**src/rtl/ped_signal_ctrl.sv**
```systemverilog
// ped_signal_ctrl: pedestrian WALK / DON'T WALK controller slaved to the
// one-hot vehicle light code. Requests are latched in IDLE and served only
// on RED; WALK is timed, then a flashing DON'T WALK clearance follows.
// Any non-one-hot light code locks the block into FAULT until reset.
// Optional feature macro: PED_CHIRP_EN (adds the chirp audio-cue output).
module ped_signal_ctrl #(
    parameter int WALK_CYCLES  = 8,
    parameter int FLASH_CYCLES = 6,
    parameter int CNT_W        = 4
) (
    input  logic             clk,
    input  logic             reset,
    input  logic [2:0]       light,
    input  logic             ped_btn,
    output logic             walk,
    output logic             dont_walk,
    output logic             ped_wait,
    output logic [CNT_W-1:0] countdown,
`ifdef PED_CHIRP_EN
    output logic             chirp,
`endif
    output logic             fault
);

    typedef enum logic [1:0] {
        IDLE  = 2'd0,
        WALK  = 2'd1,
        FLASH = 2'd2,
        FAULT = 2'd3
    } state_t;

    localparam logic [2:0] RED    = 3'b100;
    localparam logic [2:0] YELLOW = 3'b010;
    localparam logic [2:0] GREEN  = 3'b001;

    localparam logic [CNT_W-1:0] WALK_LOAD  = CNT_W'(WALK_CYCLES - 1);
    localparam logic [CNT_W-1:0] FLASH_LOAD = CNT_W'(FLASH_CYCLES - 1);

    state_t           state, state_nx;
    logic             req_q, req_nx;
    logic             toggle, toggle_nx;
    logic [CNT_W-1:0] cnt, cnt_nx;

    logic light_ok, is_red, req_eff;

    assign light_ok = (light == RED) || (light == YELLOW) || (light == GREEN);
    assign is_red   = (light == RED);
    // A press in the same cycle RED is seen is enough to be granted.
    assign req_eff  = req_q | ped_btn;

    // State register: synchronous active-high reset to the safe IDLE view.
    always_ff @(posedge clk) begin
        if (reset) begin
            state  <= IDLE;
            req_q  <= 1'b0;
            toggle <= 1'b1;
            cnt    <= '0;
        end else begin
            state  <= state_nx;
            req_q  <= req_nx;
            toggle <= toggle_nx;
            cnt    <= cnt_nx;
        end
    end

    // Next-state logic; an illegal light code overrides every other transition.
    always_comb begin
        state_nx  = state;
        req_nx    = req_q;
        toggle_nx = toggle;
        cnt_nx    = cnt;
        if (!light_ok) begin
            state_nx = FAULT;
            req_nx   = 1'b0;
            cnt_nx   = '0;
        end else begin
            case (state)
                IDLE: begin
                    if (ped_btn) req_nx = 1'b1;
                    if (is_red && req_eff) begin
                        state_nx = WALK;
                        cnt_nx   = WALK_LOAD;
                        req_nx   = 1'b0;
                    end
                end
                WALK: begin
                    if (!is_red) begin
                        state_nx = IDLE;
                        cnt_nx   = '0;
                    end else if (cnt == '0) begin
                        state_nx  = FLASH;
                        cnt_nx    = FLASH_LOAD;
                        toggle_nx = 1'b1;
                    end else begin
                        cnt_nx = cnt - 1'b1;
                    end
                end
                FLASH: begin
                    toggle_nx = ~toggle;
                    if (!is_red || cnt == '0) begin
                        state_nx  = IDLE;
                        cnt_nx    = '0;
                        toggle_nx = 1'b1;
                    end else begin
                        cnt_nx = cnt - 1'b1;
                    end
                end
                default: begin
                    // FAULT is sticky; only reset leaves it.
                    state_nx = FAULT;
                    req_nx   = 1'b0;
                end
            endcase
        end
    end

    // Lamp decode from registered state only, so responses lag inputs by one edge.
    always_comb begin
        walk      = 1'b0;
        dont_walk = 1'b1;
        countdown = '0;
        fault     = 1'b0;
        case (state)
            WALK: begin
                walk      = 1'b1;
                dont_walk = 1'b0;
                countdown = cnt;
            end
            FLASH: begin
                dont_walk = toggle;
                countdown = cnt;
            end
            FAULT:   fault = 1'b1;
            default: ;
        endcase
    end

    assign ped_wait = req_q;

`ifdef PED_CHIRP_EN
    // Audio cue pulses on even countdown values while WALK is lit.
    assign chirp = (state == WALK) && !cnt[0];
`endif

endmodule

```
**config.mk**
```make
export PLATFORM = sky130hd
export DESIGN_NAME = ped_signal_ctrl
export DESIGN_NICKNAME = d
export VERILOG_FILES = /design/src/rtl/ped_signal_ctrl.sv
export SDC_FILE = /design/constraint.sdc
export NUM_CORES = 1
export LEC_CHECK = 0
export BUFFER_PORTS_ARGS = -buffer_cell sky130_fd_sc_hd__buf_2
export CAP_MARGIN = 0
export CORE_MARGIN = 2
export CORE_UTILIZATION = 46
export CTS_BUF_LIST = sky130_fd_sc_hd__clkbuf_16
export CTS_CLUSTER_SIZE = 40
export DETAILED_ROUTE_END_ITERATION = 7
export PLACE_DENSITY = 0.79
export SLEW_MARGIN = 20
export SYNTH_ARGS = -nofsm -noshare
export SYNTH_HDL_FRONTEND = slang
export SYNTH_SLANG_ARGS = --single-unit
```
**constraint.sdc**
```tcl
create_clock -name clk -period 1.9 [get_ports clk]
set_input_delay 0.38 -clock clk [delete_from_list [all_inputs] [get_ports clk]]
set_output_delay 0.38 -clock clk [all_outputs]
set_load 0.05 [all_outputs]
```
==> flow_metrics.env, run 1 <==
export IMPL_pin_count=14
export IMPL_synth_flop_cell="dfxtp_1"
export IMPL_finalHoldViolCount=0
export IMPL_nets=111
export IMPL_wl_per_cell_um=14.3
export IMPL_whs_ns=0.421
export IMPL_fin_crit_ns=1.84
export IMPL_crit_fanout=4
export IMPL_antenna_left=0
export IMPL_clkLatencyLatePin_ns=0.23
export IMPL_maxCapViolCount=0
export IMPL_dieArea_mm2=0.00172
export IMPL_power_density_mw_per_mm2=991
export IMPL_drc=0
export IMPL_grt_pass1_vias=620
export IMPL_cp_start_kind="flip-flop"
export IMPL_slew_violations=0
export IMPL_core_mm2=0.00130
export IMPL_synth_simple_area_share_pct=28.0
export IMPL_vdd_drop_max_mv=0.515
export IMPL_path_buf_inv=1
export IMPL_yosys_warnings=0
export IMPL_synth_edf_count=0
export IMPL_leakagePower_nw=0.385
export IMPL_clock_fmax_mhz=543
export IMPL_muxShareOfSynthArea_pct=3.29
export IMPL_die_w_um=41.5
export IMPL_grt_ovfl_total=0
export IMPL_via_per_inst=5.78
export IMPL_antenna_found_initial=0
export IMPL_cts_sinks=8
export IMPL_timing_final_crit_share_pct=96.9
export IMPL_worstPathCellList="inv_1, ha_2, or3b_1, and3_1, a21oi_2, mux2_2"
export IMPL_rows=13
export IMPL_synthArstFlopShare_pct=0
export IMPL_cp_required_ns=2.01
export IMPL_cts_path_max_buffers=2
export IMPL_postCtsSetupRepairBufs=0
export IMPL_hp_class="in2reg"
export IMPL_synth_compound_area_share_pct=24.6
export IMPL_final_cell_mix="buf_2, inv_1, dfxtp_1, buf_4, nand2_1"
export IMPL_finalWirelength_mm=1.60
export IMPL_grt_max_degree=9
export IMPL_postSynthAreaPerCell_um2=8.29
export IMPL_final_common_cell="buf_2"
export IMPL_critical_path_arrival_ns=1.96
export IMPL_port_buffers=13
export IMPL_drive_above_1_share_pct=38.1
export IMPL_cp_end_kind="flip-flop"
export IMPL_critPathMaxStageDelay_ns=0.38
export IMPL_grt_usage_pct=19.2
export IMPL_hold_start="reset"
export IMPL_syn_inst=78
export IMPL_skew_ns=0.00434
export IMPL_synth_fa_ha_area_share_pct=11.6
export IMPL_num_vias=647
export IMPL_gp_congestion=0.836
export IMPL_final_setup_viol_count=0
export IMPL_die_h_um=41.5
export IMPL_worst_pin_slew_ns=0.377
export IMPL_area_growth_pct=36.2
export IMPL_drt_first_iter_violations=19
export IMPL_cts_clk_slew_worst_paths_ns=0.04
export IMPL_outcome="completed"
export IMPL_floorplan_initialDensity_pct=49.7
export IMPL_n_antenna_cell=0
export IMPL_synth_top_family_by_area="simple AND/OR/NAND/NOR gates"
export IMPL_crit_start="cnt[0]"
export IMPL_drtPass1Iterations=4
export IMPL_crit_type="reg2reg"
export IMPL_cp_top_family="simple AND/OR/NAND/NOR gates"
export IMPL_cts_tree="built"
export IMPL_synth_xor_area_share_pct=1.35
export IMPL_cp_slowest_cell="or3b_1"
export IMPL_synth_cell_types=33
export IMPL_final_util_pct=67.7
export IMPL_syn_area_um2=647
export IMPL_htree_levels=1
export IMPL_slew_headroom_pct=74.6
export IMPL_yosysSeqAreaShare_pct=24.8
export IMPL_synth_fp_nets=90
export IMPL_ys_ff_latch=8
export IMPL_cts_root_buf="clkbuf_16"
export IMPL_numCtsBuffers=3
export IMPL_grt_pass1_wl_mm=2.55
export IMPL_r2r_start="cnt[0]"
export IMPL_dp_final_hpwl_mm=1.16
==> Yosys cell counts (all sizes together) (2+ instances only) <==
master / number / area, um2
and2: 2 / 12.5
nor4bb: 2 / 20.0
nor3b: 2 / 15.0
or3b: 2 / 17.5
ha: 6 / 75.1
o21ai: 5 / 28.8
a21oi: 4 / 23.8
nand2b: 2 / 12.5
dfxtp: 8 / 160
a311oi: 2 / 17.5
inv: 8 / 30.0
nor2: 6 / 22.5
nor3: 4 / 20.0
nand2: 5 / 18.8
nand4: 2 / 12.5
a31oi: 3 / 18.8
==> cells by family (layout without fill, tap and decap cells) <==
logic type,count (synthesis),after routing
AND/OR/NAND/NOR,32,32
AO/OA/AOI/OAI,20,20
buffers and inverters,9,28
flip-flops,8,8
adder cells (fa/ha/maj),6,6
multiplexers,2,2
XOR/XNOR,1,1
==> worst reg2reg max path: cells and delay by family, from the launching register on <==
family                   cells  cell delay (ns)
AND/OR/NAND/NOR              2             0.59
adder cells (fa/ha/maj)      1             0.21
buffers and inverters        1             0.09
AO/OA/AOI/OAI                1             0.16
multiplexers                 1             0.35
flip-flops                   1             0.32
==> sequential cells by signal, summed over array words and instances (netlist names) <==
name      cells
ped_wait      1
state         2
cnt           4
toggle        1
==> stage by stage <==
step,total power [mW],setup TNS (ns),cell area (um2),cells,setup slack [ns]
after global placement,0.475,0,761,109,0.0722
after floorplan,0.416,0,658,78,0.00760
after global routing,0.908,-0.00678,881,112,-0.00678
after CTS,0.854,0,853,112,0.0124
after detailed placement,0.483,0,761,109,0.00729
final,0.873,0,881,112,0.0580
==> cell type report <==
cell class / count / area (um2)
Timing Repair Buffer: 17 / 113
Fill cell: 119 / 420
Multi-Input combinational cell: 61 / 482
Sequential cell: 8 / 163
Inverter: 8 / 30.0
Clock buffer: 3 / 75.1
Tap cell: 15 / 18.8
==> what timing repair did <==
| action | in CTS | in global routing |
|---|---|---|
| setup endpoints to repair | 4 | 7 |
| hold buffers | 0 | 0 |
| resized for setup | 7 | 8 |
==> worst paths after layout <==
kind	end	slack, ns	cells past startpoint
worst min register to register	cnt[1]	0.52	2
worst min-delay path	toggle	0.42	3
worst max register to register	state[1]	0.06	6
worst max-delay path	state[1]	0.06	6
==> report_power, final <==
| part | internal [mW] | switching, mW |
|---|---|---|
| combinational | 0.128 | 0.192 |
| sequential | 0.183 | 0.0129 |
| clock | 0.272 | 0.0852 |
==> layer usage <==
layer  global-route usage (%)  vias to the layer above  wire length [um]
met5                        0                        -                 0
met4                     9.03                        0                26
met3                     6.96                        4                88
met2                     31.6                       19               778
met1                     21.8                      294               706
li1                         -                      330                 -
No activity file was read; power rests on OpenSTA's default activity.
==> inputs of run 2 (changes only) <==
Settings changed: PLACE_DENSITY 0.79 to 0.76.
Clock period 1.9 ns to 2.1 ns, I/O delays scaled along.
==> flow_metrics.env, run 2 (synthesized netlist as in run 1, its figures left out) <==
export IMPL_pin_count=14
export IMPL_cts_path_max_buffers=2
export IMPL_cp_end_kind="output port"
export IMPL_vdd_drop_max_mv=0.549
export IMPL_cts_resized=0
export IMPL_cp_top_family="buffers and inverters"
export IMPL_cts_root_buf="clkbuf_16"
export IMPL_grt_ovfl_total=0
export IMPL_whs_ns=0.464
export IMPL_via_per_inst=5.73
export IMPL_area_growth_pct=26.1
export IMPL_final_cell_mix="buf_2, inv_1, dfxtp_1"
export IMPL_grt_max_degree=9
export IMPL_fin_crit_ns=1.99
export IMPL_crit_fanout=6
export IMPL_final_setup_viol_count=0
export IMPL_antenna_found_initial=0
export IMPL_antenna_left=0
export IMPL_cts_sinks=8
export IMPL_clock_fmax_mhz=502
export IMPL_slew_violations=0
export IMPL_rows=13
export IMPL_grt_pass1_wl_mm=2.44
export IMPL_htree_levels=1
export IMPL_cp_slowest_cell="dfxtp_1"
export IMPL_slew_headroom_pct=73.8
export IMPL_num_vias=630
export IMPL_outcome="completed"
export IMPL_leakagePower_nw=0.372
export IMPL_floorplan_initialDensity_pct=49.7
export IMPL_crit_type="reg2out"
export IMPL_rsz0062_at_grt="false"
export IMPL_timing_final_crit_share_pct=94.8
export IMPL_top_regs="cnt x4, state x2"
export IMPL_power_density_mw_per_mm2=916
export IMPL_cts_hold_buf=0
export IMPL_core_mm2=0.00130
export IMPL_drc=0
export IMPL_clkLatencyLatePin_ns=0.23
export IMPL_path_buf_inv=3
export IMPL_dp_final_hpwl_mm=1.11
export IMPL_maxCapViolCount=0
export IMPL_finalHoldViolCount=0
export IMPL_dieArea_mm2=0.00172
export IMPL_nets=109
export IMPL_hp_class="in2reg"
export IMPL_largest_register_ffs=4
export IMPL_die_h_um=41.5
export IMPL_die_w_um=41.5
export IMPL_largest_register="cnt"
export IMPL_critPathMaxStageDelay_ns=0.40
export IMPL_grt_pass1_vias=591
export IMPL_cts_clk_slew_worst_paths_ns=0.04
export IMPL_grt_usage_pct=18.4
export IMPL_port_buffers=13
export IMPL_n_antenna_cell=0
export IMPL_numCtsBuffers=3
export IMPL_fin_setup_tns_ns=0
export IMPL_cp_required_ns=1.68
export IMPL_skew_ns=0.00276
export IMPL_drive_above_1_share_pct=26.3
export IMPL_cts_tree="built"
export IMPL_worst_pin_slew_ns=0.388
export IMPL_drtPass1Iterations=4
export IMPL_postCtsSetupRepairBufs=0
export IMPL_finalWirelength_mm=1.44
export IMPL_final_common_cell="buf_2"
export IMPL_critical_path_arrival_ns=1.57
export IMPL_cp_start_kind="flip-flop"
export IMPL_drt_first_iter_violations=14
export IMPL_worstPathCellList="inv_1, ha_1, buf_4, and2_1, buf_2"
export IMPL_wl_per_cell_um=13.1
export IMPL_gp_congestion=0.843
==> run 2: worst paths after layout <==
path         slack [ns]  startpoint            to  cells after the start
min                0.46       reset        toggle                      3
min reg2reg        0.51      cnt[1]        cnt[1]                      2
max                0.11    state[0]  countdown[2]                      5
max reg2reg        0.14    state[0]      state[1]                      6
==> run 2: per-stage QoR <==
stage / std cells / area (um2) / setup WS (ns) / util [%] / total power, mW
detailed placement: 107 / 738 / 0.165 / 56.7 / 0.429
global placement: 107 / 738 / 0.201 / 56.7 / 0.427
CTS: 110 / 813 / 0.101 / 62.5 / 0.755
finish: 110 / 816 / 0.108 / 62.7 / 0.747
global route: 110 / 816 / 0.0110 / 62.7 / 0.794
floorplan: 78 / 651 / 0.0424 / - / 0.372
==> run 2: worst min-delay path, cell delays in order <==
cell and delay [ns]:
buf_2 0.10, inv_1 0.06, o21ai_0 0.07
==> run 2: layout make-up <==
type                    count  area (um2)
flip-flops and latches      8         160
inverters                   8        30.0
clock buffers               3        75.1
multi-input cells          61         449
fillers                   129         485
well taps                  15        18.8
repair buffers             15        82.6
==> run 2: layer usage <==
metal  vias up  global-route usage [%]  part of all wire, %
met1       292                    23.0                   48
met4         0                    5.81                 0.77
met3         2                    7.83                  3.6
met5         -                       0                    0
li1        325                       -                    -
met2        11                    28.4                   48
==> run 2: power breakdown <==
part	leakage, nW	internal, mW	switching (mW)	total, mW
clock network	0.0370	0.245	0.0710	0.316
logic	0.269	0.0943	0.160	0.254
registers	0.0655	0.164	0.0120	0.176
total	0.372	0.504	0.243	0.747
==> inputs of run 3 (changes only) <==
Settings changed: ABC_AREA set to 1, PLACE_DENSITY 0.76 to 0.79.
Clock period 2.1 ns to 1.8 ns, I/O delays scaled along.
==> flow_metrics.env, run 3 <==
export IMPL_dieArea_mm2=0.00179
export IMPL_slew_headroom_pct=84.4
export IMPL_cts_root_buf="clkbuf_16"
export IMPL_cp_slowest_cell="dfxtp_2"
export IMPL_cp_required_ns=1.44
export IMPL_top_layer="met4"
export IMPL_die_h_um=42.3
export IMPL_cts_tree="built"
export IMPL_gp_congestion=0.847
export IMPL_critical_path_arrival_ns=1.33
export IMPL_rows=13
export IMPL_synthArstFlopShare_pct=0
export IMPL_synth_flop_cell="dfxtp_1"
export IMPL_finalHoldViolCount=0
export IMPL_syn_area_um2=673
export IMPL_top_regs="cnt x4, state x2"
export IMPL_final_common_cell="nand2_1"
export IMPL_postSynthAreaPerCell_um2=6.12
export IMPL_dp_final_hpwl_mm=1.19
export IMPL_largest_register="cnt"
export IMPL_cts_sinks=8
export IMPL_power_density_mw_per_mm2=1030
export IMPL_antenna_left=0
export IMPL_critPathMaxStageDelay_ns=0.35
export IMPL_antenna_found_initial=0
export IMPL_grt_max_degree=8
export IMPL_drc=0
export IMPL_leakagePower_nw=0.479
export IMPL_syn_inst=110
export IMPL_final_cell_mix="nand2_1, inv_1, nor2_1"
export IMPL_yosys_area_top_type="dfxtp_1"
export IMPL_fin_setup_tns_ns=0
export IMPL_worstPathCellList="inv_1, ha_1, inv_1, nand2_1, nand2_1, buf_4"
export IMPL_cp_start_kind="flip-flop"
export IMPL_grt_pass1_vias=686
export IMPL_synth_fp_nets=122
export IMPL_timing_final_crit_share_pct=93.7
export IMPL_clock_fmax_mhz=593
export IMPL_rsz0062_at_grt="false"
export IMPL_yosysSeqAreaShare_pct=23.8
export IMPL_final_setup_viol_count=0
export IMPL_largest_register_ffs=4
export IMPL_crit_type="reg2out"
export IMPL_wl_met3_um=104
export IMPL_clkLatencyLatePin_ns=0.23
export IMPL_slew_violations=0
export IMPL_numCtsBuffers=3
export IMPL_synth_top_area_share_pct=23.8
export IMPL_grt_ovfl_total=0
export IMPL_vdd_drop_max_mv=0.590
export IMPL_cp_end_kind="output port"
export IMPL_wl_met2_um=755
export IMPL_ys_top_cells_by_count="nand2_1, inv_1, nor2_1"
export IMPL_outcome="completed"
export IMPL_floorplan_initialDensity_pct=50.5
export IMPL_cts_path_max_buffers=2
export IMPL_fin_crit_ns=1.69
export IMPL_maxCapViolCount=0
export IMPL_port_buffers=13
export IMPL_pin_count=14
export IMPL_drtPass1Iterations=4
export IMPL_yosys_warnings=0
export IMPL_wl_per_cell_um=11.0
export IMPL_synth_cell_types=18
export IMPL_nets=140
export IMPL_area_growth_pct=28.4
export IMPL_synthTopCellsByArea="dfxtp_1, nand2_1, inv_1, ha_1, nand3_1"
export IMPL_drive_above_1_share_pct=27.0
export IMPL_cts_hold_buf=0
export IMPL_num_vias=710
export IMPL_dp_cells=138
export IMPL_grt_usage_pct=19.1
export IMPL_drt_first_iter_violations=27
export IMPL_finalWirelength_mm=1.55
export IMPL_worst_pin_slew_ns=0.232
export IMPL_die_w_um=42.3
export IMPL_cts_clk_slew_worst_paths_ns=0.03
export IMPL_htree_levels=1
export IMPL_crit_fanout=5
export IMPL_ys_ff_latch=8
export IMPL_skew_ns=0.00227
export IMPL_via_per_inst=5.04
export IMPL_stdcell_count=141
export IMPL_yosysMostFrequentCell="nand2_1"
export IMPL_core_mm2=0.00133
export IMPL_n_antenna_cell=0
export IMPL_hp_class="in2reg"
export IMPL_grt_pass1_wl_mm=2.68
export IMPL_synth_edf_count=0
export IMPL_wl_met1_um=657
run 3: cell count changes after synthesis, sizes merged, moves of 3 or more:
cell	change
nand2	+26
nor2	+8
a31oi	-3
inv	+16
nand3	+13
run 3: per-layer routing:
metal | GRT usage (%) | up-vias
met5 | 0 | -
met4 | 8.13 | 0
met3 | 7.33 | 6
met2 | 29.8 | 23
met1 | 23.1 | 310
li1 | - | 371
run 3: critical path, delay by kind of cell, from the launching register on:
kind	cells	cell delay (ns)
fa+ha+maj	1	0.23
buf+inv	3	0.34
flops	1	0.35
simple gates	2	0.17
run 3: path summary, 6_finish.rpt:
| check | cells after the start | from | slack (ns) | to |
|---|---|---|---|---|
| worst max-delay path | 6 | state[1] | 0.11 | dont_walk |
| worst min-delay path | 3 | reset | 0.39 | toggle |
| worst min register to register | 2 | cnt[0] | 0.48 | cnt[0] |
| worst max register to register | 9 | state[1] | 0.41 | state[0] |
run 3: cells by family after synthesis:
kind of cell | Yosys count | synth area share, %
compound gates | 8 | 6.88
flops | 8 | 23.8
buf+inv | 25 | 14.1
simple gates | 63 | 44.1
fa+ha+maj | 6 | 11.2
run 3: cell type report:
type                            instances  area [um2]
Fill cell                             123         469
Multi-Input combinational cell         77         433
Sequential cell                         8         163
Inverter                               24        90.1
Timing Repair Buffer                   14        85.1
Clock buffer                            3        75.1
Tap cell                               15        18.8
run 3: report_power, final:
group	internal (mW)	switching (mW)	leakage, nW
Sequential	0.194	0.0143	0.0658
Clock	0.286	0.0870	0.0370
Combinational	0.105	0.201	0.376
run 3: what timing repair did:
item | in CTS | in global routing
buffers inserted | 0 | 0
hold endpoints to repair | 0 | 0
endpoints found under the setup margin | 5 | 5
pin swaps | 0 | 0
gates resized for setup | 6 | 5
cloned | 0 | 0
run 3: stage by stage:
| step | cell area, um2 | total power, mW | setup WS, ns | hold WS [ns] | utilization (%) |
|---|---|---|---|---|---|
| 2_1_floorplan | 673 | 0.425 | 0.0575 | 0.450 | - |
| 6_report | 865 | 0.887 | 0.113 | 0.388 | 64.8 |
| 3_5_place_dp | 759 | 0.491 | 0.142 | 0.476 | 56.9 |
| 5_1_grt | 865 | 0.935 | 0.0155 | 0.409 | 64.8 |
| 4_1_cts | 850 | 0.873 | 0.00616 | 0.394 | 63.7 |
| 3_3_place_gp | 759 | 0.483 | 0.213 | 0.471 | 56.9 |
